==> config.mk <==
export PLATFORM = sky130hd
export DESIGN_NAME = uart_image_loader
export DESIGN_NICKNAME = d
export VERILOG_FILES = /design/src/rtl/uart_image_loader.sv
export SDC_FILE = /design/constraint.sdc
export NUM_CORES = 1
export LEC_CHECK = 0
export CAP_MARGIN = 0
export CORE_MARGIN = 10
export CORE_UTILIZATION = 61
export CTS_CLUSTER_DIAMETER = 120
export DETAILED_ROUTE_END_ITERATION = 7
export PLACE_DENSITY = 0.8
export SETUP_SLACK_MARGIN = 0.15
export SLEW_MARGIN = 10
export SYNTH_ARGS = -nofsm -noshare
export SYNTH_HDL_FRONTEND = slang
export SYNTH_SLANG_ARGS = --single-unit
==> constraint.sdc <==
create_clock -name clk -period 3.4 [get_ports clk]
set_clock_uncertainty 0.15 [all_clocks]
set_input_delay 0.68 -clock clk [delete_from_list [all_inputs] [get_ports clk]]
set_output_delay 0.68 -clock clk [all_outputs]
set_load 0.01 [all_outputs]
==> src/rtl/uart_image_loader.sv <==
// UART frame receiver that streams one sync-prefixed image into the CNN input buffer.
// Optional trailing XOR check byte is enabled by defining LOADER_CHECKSUM_EN.
module uart_image_loader #(
    parameter int unsigned CLK_HZ    = 100000000,
    parameter int unsigned BAUD      = 115200,
    parameter int unsigned DATA_SIZE = 8,
    parameter int unsigned DEPTH     = 784,
    parameter int unsigned ADDR_W    = 10,
    parameter logic [7:0]  SYNC_BYTE = 8'hA5
) (
    input  logic                 clk,
    input  logic                 rst,
    input  logic                 rx,
    output logic                 wr_en,
    output logic [ADDR_W-1:0]    wr_addr,
    output logic [DATA_SIZE-1:0] wr_data,
    output logic                 frame_done,
    output logic                 busy,
    output logic                 frame_err
);

    localparam int unsigned CLKS_PER_BIT = CLK_HZ / BAUD;
    localparam int unsigned BIT_CNT_W    = $clog2(CLKS_PER_BIT);
    localparam logic [BIT_CNT_W-1:0] HALF_LOAD = BIT_CNT_W'(CLKS_PER_BIT / 2 - 1);
    localparam logic [BIT_CNT_W-1:0] FULL_LOAD = BIT_CNT_W'(CLKS_PER_BIT - 1);
    localparam logic [ADDR_W-1:0]    LAST_ADDR = ADDR_W'(DEPTH - 1);

    typedef enum logic [1:0] {RxIdle, RxStart, RxData, RxStop} rx_state_e;
`ifdef LOADER_CHECKSUM_EN
    typedef enum logic [1:0] {FrWaitSync, FrLoad, FrCheck} fr_state_e;
`else
    typedef enum logic [1:0] {FrWaitSync, FrLoad} fr_state_e;
`endif

    logic [1:0]           sync_q, sync_d;
    logic                 prev_q, prev_d;
    logic                 rx_s;
    rx_state_e            rx_state_q, rx_state_d;
    logic [BIT_CNT_W-1:0] bit_cnt_q, bit_cnt_d;
    logic [2:0]           bit_idx_q, bit_idx_d;
    logic [7:0]           shift_q, shift_d;
    logic                 byte_valid_q, byte_valid_d;
    logic                 rx_ferr_q, rx_ferr_d;

    fr_state_e            fr_state_q, fr_state_d;
    logic [ADDR_W-1:0]    addr_cnt_q, addr_cnt_d;
    logic                 wr_en_q, wr_en_d;
    logic [ADDR_W-1:0]    wr_addr_q, wr_addr_d;
    logic [DATA_SIZE-1:0] wr_data_q, wr_data_d;
    logic                 frame_done_q, frame_done_d;
    logic                 frame_err_q, frame_err_d;
    logic                 busy_q, busy_d;
`ifdef LOADER_CHECKSUM_EN
    logic [7:0]           xor_q, xor_d;
`endif

    assign rx_s = sync_q[1];

    always_comb begin
        sync_d       = {sync_q[0], rx};
        prev_d       = rx_s;
        rx_state_d   = rx_state_q;
        bit_cnt_d    = bit_cnt_q;
        bit_idx_d    = bit_idx_q;
        shift_d      = shift_q;
        byte_valid_d = 1'b0;
        rx_ferr_d    = 1'b0;
        unique case (rx_state_q)
            RxIdle: begin
                if (prev_q && !rx_s) begin
                    bit_cnt_d  = HALF_LOAD;
                    rx_state_d = RxStart;
                end
            end
            RxStart: begin
                if (bit_cnt_q == '0) begin
                    if (rx_s) begin
                        rx_state_d = RxIdle;
                    end else begin
                        bit_cnt_d  = FULL_LOAD;
                        bit_idx_d  = 3'd0;
                        rx_state_d = RxData;
                    end
                end else begin
                    bit_cnt_d = bit_cnt_q - 1'b1;
                end
            end
            RxData: begin
                if (bit_cnt_q == '0) begin
                    shift_d   = {rx_s, shift_q[7:1]};
                    bit_cnt_d = FULL_LOAD;
                    bit_idx_d = bit_idx_q + 3'd1;
                    if (bit_idx_q == 3'd7) begin
                        rx_state_d = RxStop;
                    end
                end else begin
                    bit_cnt_d = bit_cnt_q - 1'b1;
                end
            end
            RxStop: begin
                // Return to idle at mid-stop so a start bit right after it is caught.
                if (bit_cnt_q == '0) begin
                    byte_valid_d = rx_s;
                    rx_ferr_d    = !rx_s;
                    rx_state_d   = RxIdle;
                end else begin
                    bit_cnt_d = bit_cnt_q - 1'b1;
                end
            end
            default: rx_state_d = RxIdle;
        endcase
    end

    always_comb begin
        fr_state_d   = fr_state_q;
        addr_cnt_d   = addr_cnt_q;
        wr_en_d      = 1'b0;
        wr_addr_d    = wr_addr_q;
        wr_data_d    = wr_data_q;
        frame_done_d = 1'b0;
        frame_err_d  = 1'b0;
`ifdef LOADER_CHECKSUM_EN
        xor_d        = xor_q;
`endif
        unique case (fr_state_q)
            FrWaitSync: begin
                if (byte_valid_q && shift_q == SYNC_BYTE) begin
                    fr_state_d = FrLoad;
                    addr_cnt_d = '0;
`ifdef LOADER_CHECKSUM_EN
                    xor_d      = 8'h00;
`endif
                end
            end
            FrLoad: begin
                if (rx_ferr_q) begin
                    frame_err_d = 1'b1;
                    fr_state_d  = FrWaitSync;
                    addr_cnt_d  = '0;
                end else if (byte_valid_q) begin
                    wr_en_d   = 1'b1;
                    wr_addr_d = addr_cnt_q;
                    wr_data_d = DATA_SIZE'($signed(shift_q));
`ifdef LOADER_CHECKSUM_EN
                    xor_d     = xor_q ^ shift_q;
`endif
                    if (addr_cnt_q == LAST_ADDR) begin
                        addr_cnt_d = '0;
`ifdef LOADER_CHECKSUM_EN
                        fr_state_d = FrCheck;
`else
                        frame_done_d = 1'b1;
                        fr_state_d   = FrWaitSync;
`endif
                    end else begin
                        addr_cnt_d = addr_cnt_q + 1'b1;
                    end
                end
            end
`ifdef LOADER_CHECKSUM_EN
            FrCheck: begin
                if (rx_ferr_q) begin
                    frame_err_d = 1'b1;
                    fr_state_d  = FrWaitSync;
                end else if (byte_valid_q) begin
                    frame_done_d = (shift_q == xor_q);
                    frame_err_d  = (shift_q != xor_q);
                    fr_state_d   = FrWaitSync;
                end
            end
`endif
            default: fr_state_d = FrWaitSync;
        endcase
        busy_d = (fr_state_d != FrWaitSync);
    end

    always_ff @(posedge clk) begin
        if (rst) begin
            sync_q       <= 2'b11;
            prev_q       <= 1'b1;
            rx_state_q   <= RxIdle;
            bit_cnt_q    <= '0;
            bit_idx_q    <= 3'd0;
            shift_q      <= 8'h00;
            byte_valid_q <= 1'b0;
            rx_ferr_q    <= 1'b0;
            fr_state_q   <= FrWaitSync;
            addr_cnt_q   <= '0;
            wr_en_q      <= 1'b0;
            wr_addr_q    <= '0;
            wr_data_q    <= '0;
            frame_done_q <= 1'b0;
            frame_err_q  <= 1'b0;
            busy_q       <= 1'b0;
`ifdef LOADER_CHECKSUM_EN
            xor_q        <= 8'h00;
`endif
        end else begin
            sync_q       <= sync_d;
            prev_q       <= prev_d;
            rx_state_q   <= rx_state_d;
            bit_cnt_q    <= bit_cnt_d;
            bit_idx_q    <= bit_idx_d;
            shift_q      <= shift_d;
            byte_valid_q <= byte_valid_d;
            rx_ferr_q    <= rx_ferr_d;
            fr_state_q   <= fr_state_d;
            addr_cnt_q   <= addr_cnt_d;
            wr_en_q      <= wr_en_d;
            wr_addr_q    <= wr_addr_d;
            wr_data_q    <= wr_data_d;
            frame_done_q <= frame_done_d;
            frame_err_q  <= frame_err_d;
            busy_q       <= busy_d;
`ifdef LOADER_CHECKSUM_EN
            xor_q        <= xor_d;
`endif
        end
    end

    assign wr_en      = wr_en_q;
    assign wr_addr    = wr_addr_q;
    assign wr_data    = wr_data_q;
    assign frame_done = frame_done_q;
    assign frame_err  = frame_err_q;
    assign busy       = busy_q;

endmodule
==> summary.md <==
| Metric | Value |
|---|---|
| Hold Worst Slack | `0.261 ns` |
| Final TNS setup | `0 ns` |
| Clk root buf | `clkbuf_8` |
| First-pass GRT wire length | `10.7 mm` |
| Clk_lat worst skew | `0.35 ns` |
| Pwr dens | `544 mW/mm²` |
| Worst Path Arrival | `2.33 ns` |
| Main flop type after synthesis | `dfxtp_1` |
| Yosys cell types | `57` |
| Length of routed met2 wiring | `3.07 mm` |
| Average via count per standard cell | `between 5 and 6` |
| Total number of vias | `2523` |
| Leading area contributor after synthesis | `dfxtp_1` |
| Max cap viols | `0` |
| Setup violators final | `0` |
| VDD IR-drop max | `between 0.3 and 0.4 mV` |
| RSZ-0062 raised after global routing | `no` |
| Most common cell in the netlist | `dfxtp_1` |
| Top cell family by delay on the critical path | `simple AND/OR/NAND/NOR gates` |
| FF-to-FF setup slack | `1.14 ns` |
| Detailed placer's ending HPWL | `about 4.3 mm` |
| M1 WL | `approximately 2.8 mm` |
| Core area | `~0.0047 mm²` |
| Slowest-stage cell, CP | `and3_1` |
| Fin. Hold Viols | `0` |
| Synth area leaders | `dfxtp_1 (43%), nand2_1 (7.5%), a21oi_1 (7.1%), ha_1 (4.3%), nand3_1 (2.9%)` |
| Crit end category | `flip-flop` |
| Syn-to-layout area delta | `15.2%` |
| Post-route ant nets | `0` |
| Final std cells w/o fill | `between 400 and 500` |
| Status | `finished, final reports clean` |
| Hold_buf cts | `0` |
| CP Cell Sequence | `inv_1, ha_1, nor4b_4, and3_1, nand2_1, nand2_1, a21oi_1` |
| Die H | `88.9 µm` |
| Syn_nets | `~360` |
| Worst-margin pin slew | `0.734 ns` |
| Initial antenna violation count | `0` |
| DP Cell Count | `405` |
| Final Critical Period | `~2.3 ns` |
| CTS tree | `yes` |
| Worst-path clk slew | `roughly 0.07 ns` |
| DR WL/cell | `around 15 µm` |
| Gate Count Post-Synth | `343` |
| Bufs and invs on worst path | `1` |
| GRT overflow | `0` |
| Final wirelength | `6.36 mm` |
| Vias in the first global route | `2345` |
| H-tree depth | `3` |
| Detailed route wirelength on metal3 | `361 µm` |
| Critical Path Start Type | `flip-flop` |
| Ports | `25` |
| Post-synth top cells | `dfxtp_1 (62), nand2_1 (58), a21oi_1 (41), nor2_1 (19), nand3_1 (17)` |
| Async S/R FF share, synth | `0%` |
| Largest net degree at the start of global routing | `32` |
| Port bufs | `24` |
| Final period util | `66.4%` |
| Top sig layer | `met4` |
| Die width | `~90 µm` |
| Layout cells sized above 1 | `10.9%` |
| Number of cell rows | `25` |
| Max Clk Rate | `443 MHz` |
| Sequential area share after synthesis | `42.8%` |
| Most Frequent Cell on Critical Path | `nand2_1` |
| Synthesized flop and latch total | `62` |
| Initial drt markers | `between 150 and 200` |
| Share of the synthesized area in the top cell type | `a little over two fifths` |
| TritonRoute pass-1 iters | `4` |
| Initial Util | `roughly 62%` |
| Max incr delay on CP | `0.56 ns` |
| Antenna cells | `0` |
| Post-CTS sizing | `0` |
| Total track usage | `between 10% and 20%` |
| Leakage Power | `1.19 nW` |
| Max-slew violations | `0` |
| Slew headroom | `about half` |
| Worst Setup Path Type | `reg -> reg` |
| Crit Path Max Fanout | `15` |
| Syn Area/Cell | `8.45 µm²` |
| Worst Path Required | `3.48 ns` |
| Netlist area before placement | `0.00290 mm²` |
| CTS Buf Count | `9` |
| Final #Nets | `between 300 and 400` |
| HP Class | `reg -> reg` |
| CTS Buffer Depth | `2` |
| CTS Sinks | `62` |
| GPL Wtd Cong | `0.908` |
| Post-synth EDFFs | `0` |
| Post-CTS Setup Repair Bufs | `0` |
| Synthesis Warnings | `0` |
| DR DRC count | `0` |
| Die Footprint | `between 0.007 and 0.008 mm²` |
==> cells by family (layout without fill, tap and decap cells) <==
family	count (synthesis)	in the layout	share of synthesized area (%)
flops	62	62	42.8
buf+inv	28	52	4.10
simple gates	153	153	28.8
compound gates	86	86	18.9
other cells	1	1	0.129
mux	2	2	0.691
xor+xnor	1	1	0.302
fa+ha+maj	10	10	4.32
==> sequential cells by signal (all words and copies together) (netlist names), 2 cells and up, named ones only <==
signal      cells
wr_addr        10
sync_q          2
bit_idx_q       3
bit_cnt_q      10
shift_q         8
fr_state_q      2
addr_cnt_q     10
wr_data         8
==> worst paths after layout <==
check | from | to | cells past startpoint
setup / recovery | bit_cnt_q[0] | shift_q[7] | 7
hold reg to reg | sync_q[0] | sync_q[1] | 1
hold / removal | sync_q[0] | sync_q[1] | 1
setup reg to reg | bit_cnt_q[0] | shift_q[7] | 7
==> cell type report <==
| type | instances | area (µm²) |
|---|---|---|
| Tap cell | 54 | 67.6 |
| Inverter | 11 | 41.3 |
| Multi-Input combinational cell | 253 | 1540 |
| Clock buffer | 11 | 151 |
| Clock inverter | 5 | 57.6 |
| Sequential cell | 62 | 1240 |
| Timing Repair Buffer | 25 | 243 |
| Fill cell | 383 | 1320 |
==> power breakdown <==
group / total, mW / switching (mW) / internal (mW)
Clock: 0.667 / 0.291 / 0.377
Combinational: 0.365 / 0.234 / 0.131
Sequential: 0.784 / 0.0354 / 0.748
Total: 1.82 / 0.560 / 1.26
==> through the flow <==
stage	area [µm²]	total power [mW]	utilization [%]	setup slack, ns
3_5_place_dp	3130	1.15	67.2	1.18
3_3_place_gp	3130	1.15	67.2	1.22
2_1_floorplan	2900	1.11	-	1.52
4_1_cts	3340	1.81	71.7	1.18
6_report	3340	1.82	71.7	1.14
5_1_grt	3340	1.90	71.7	0.929
==> layout by cell type (no fill, tap or decap), types with 3 or more instances in the layout <==
master and n:
dfxtp_1 62, nand2_1 58, a21oi_1 41, clkdlybuf4s50_1 23, nor2_1 19, nand3_1 17, nor3_1 15, inv_1 11
clkbuf_8 11, ha_1 10, o21ai_0 9, a31oi_1 7, and3_1 5, or2_2 5, nand4_1 4, nor4b_4 3
o21a_1 3, nor4_1 3, o22ai_1 3, nand2b_1 3, or3_1 3, a311oi_1 3, clkinvlp_4 3
==> metal layers <==
layer,vias up,track usage (%)
met5,-,0
met4,0,6.75
met3,9,4.65
met2,56,28.5
met1,1198,20.1
li1,1260,-
No activity file was read; power rests on OpenSTA's default activity.
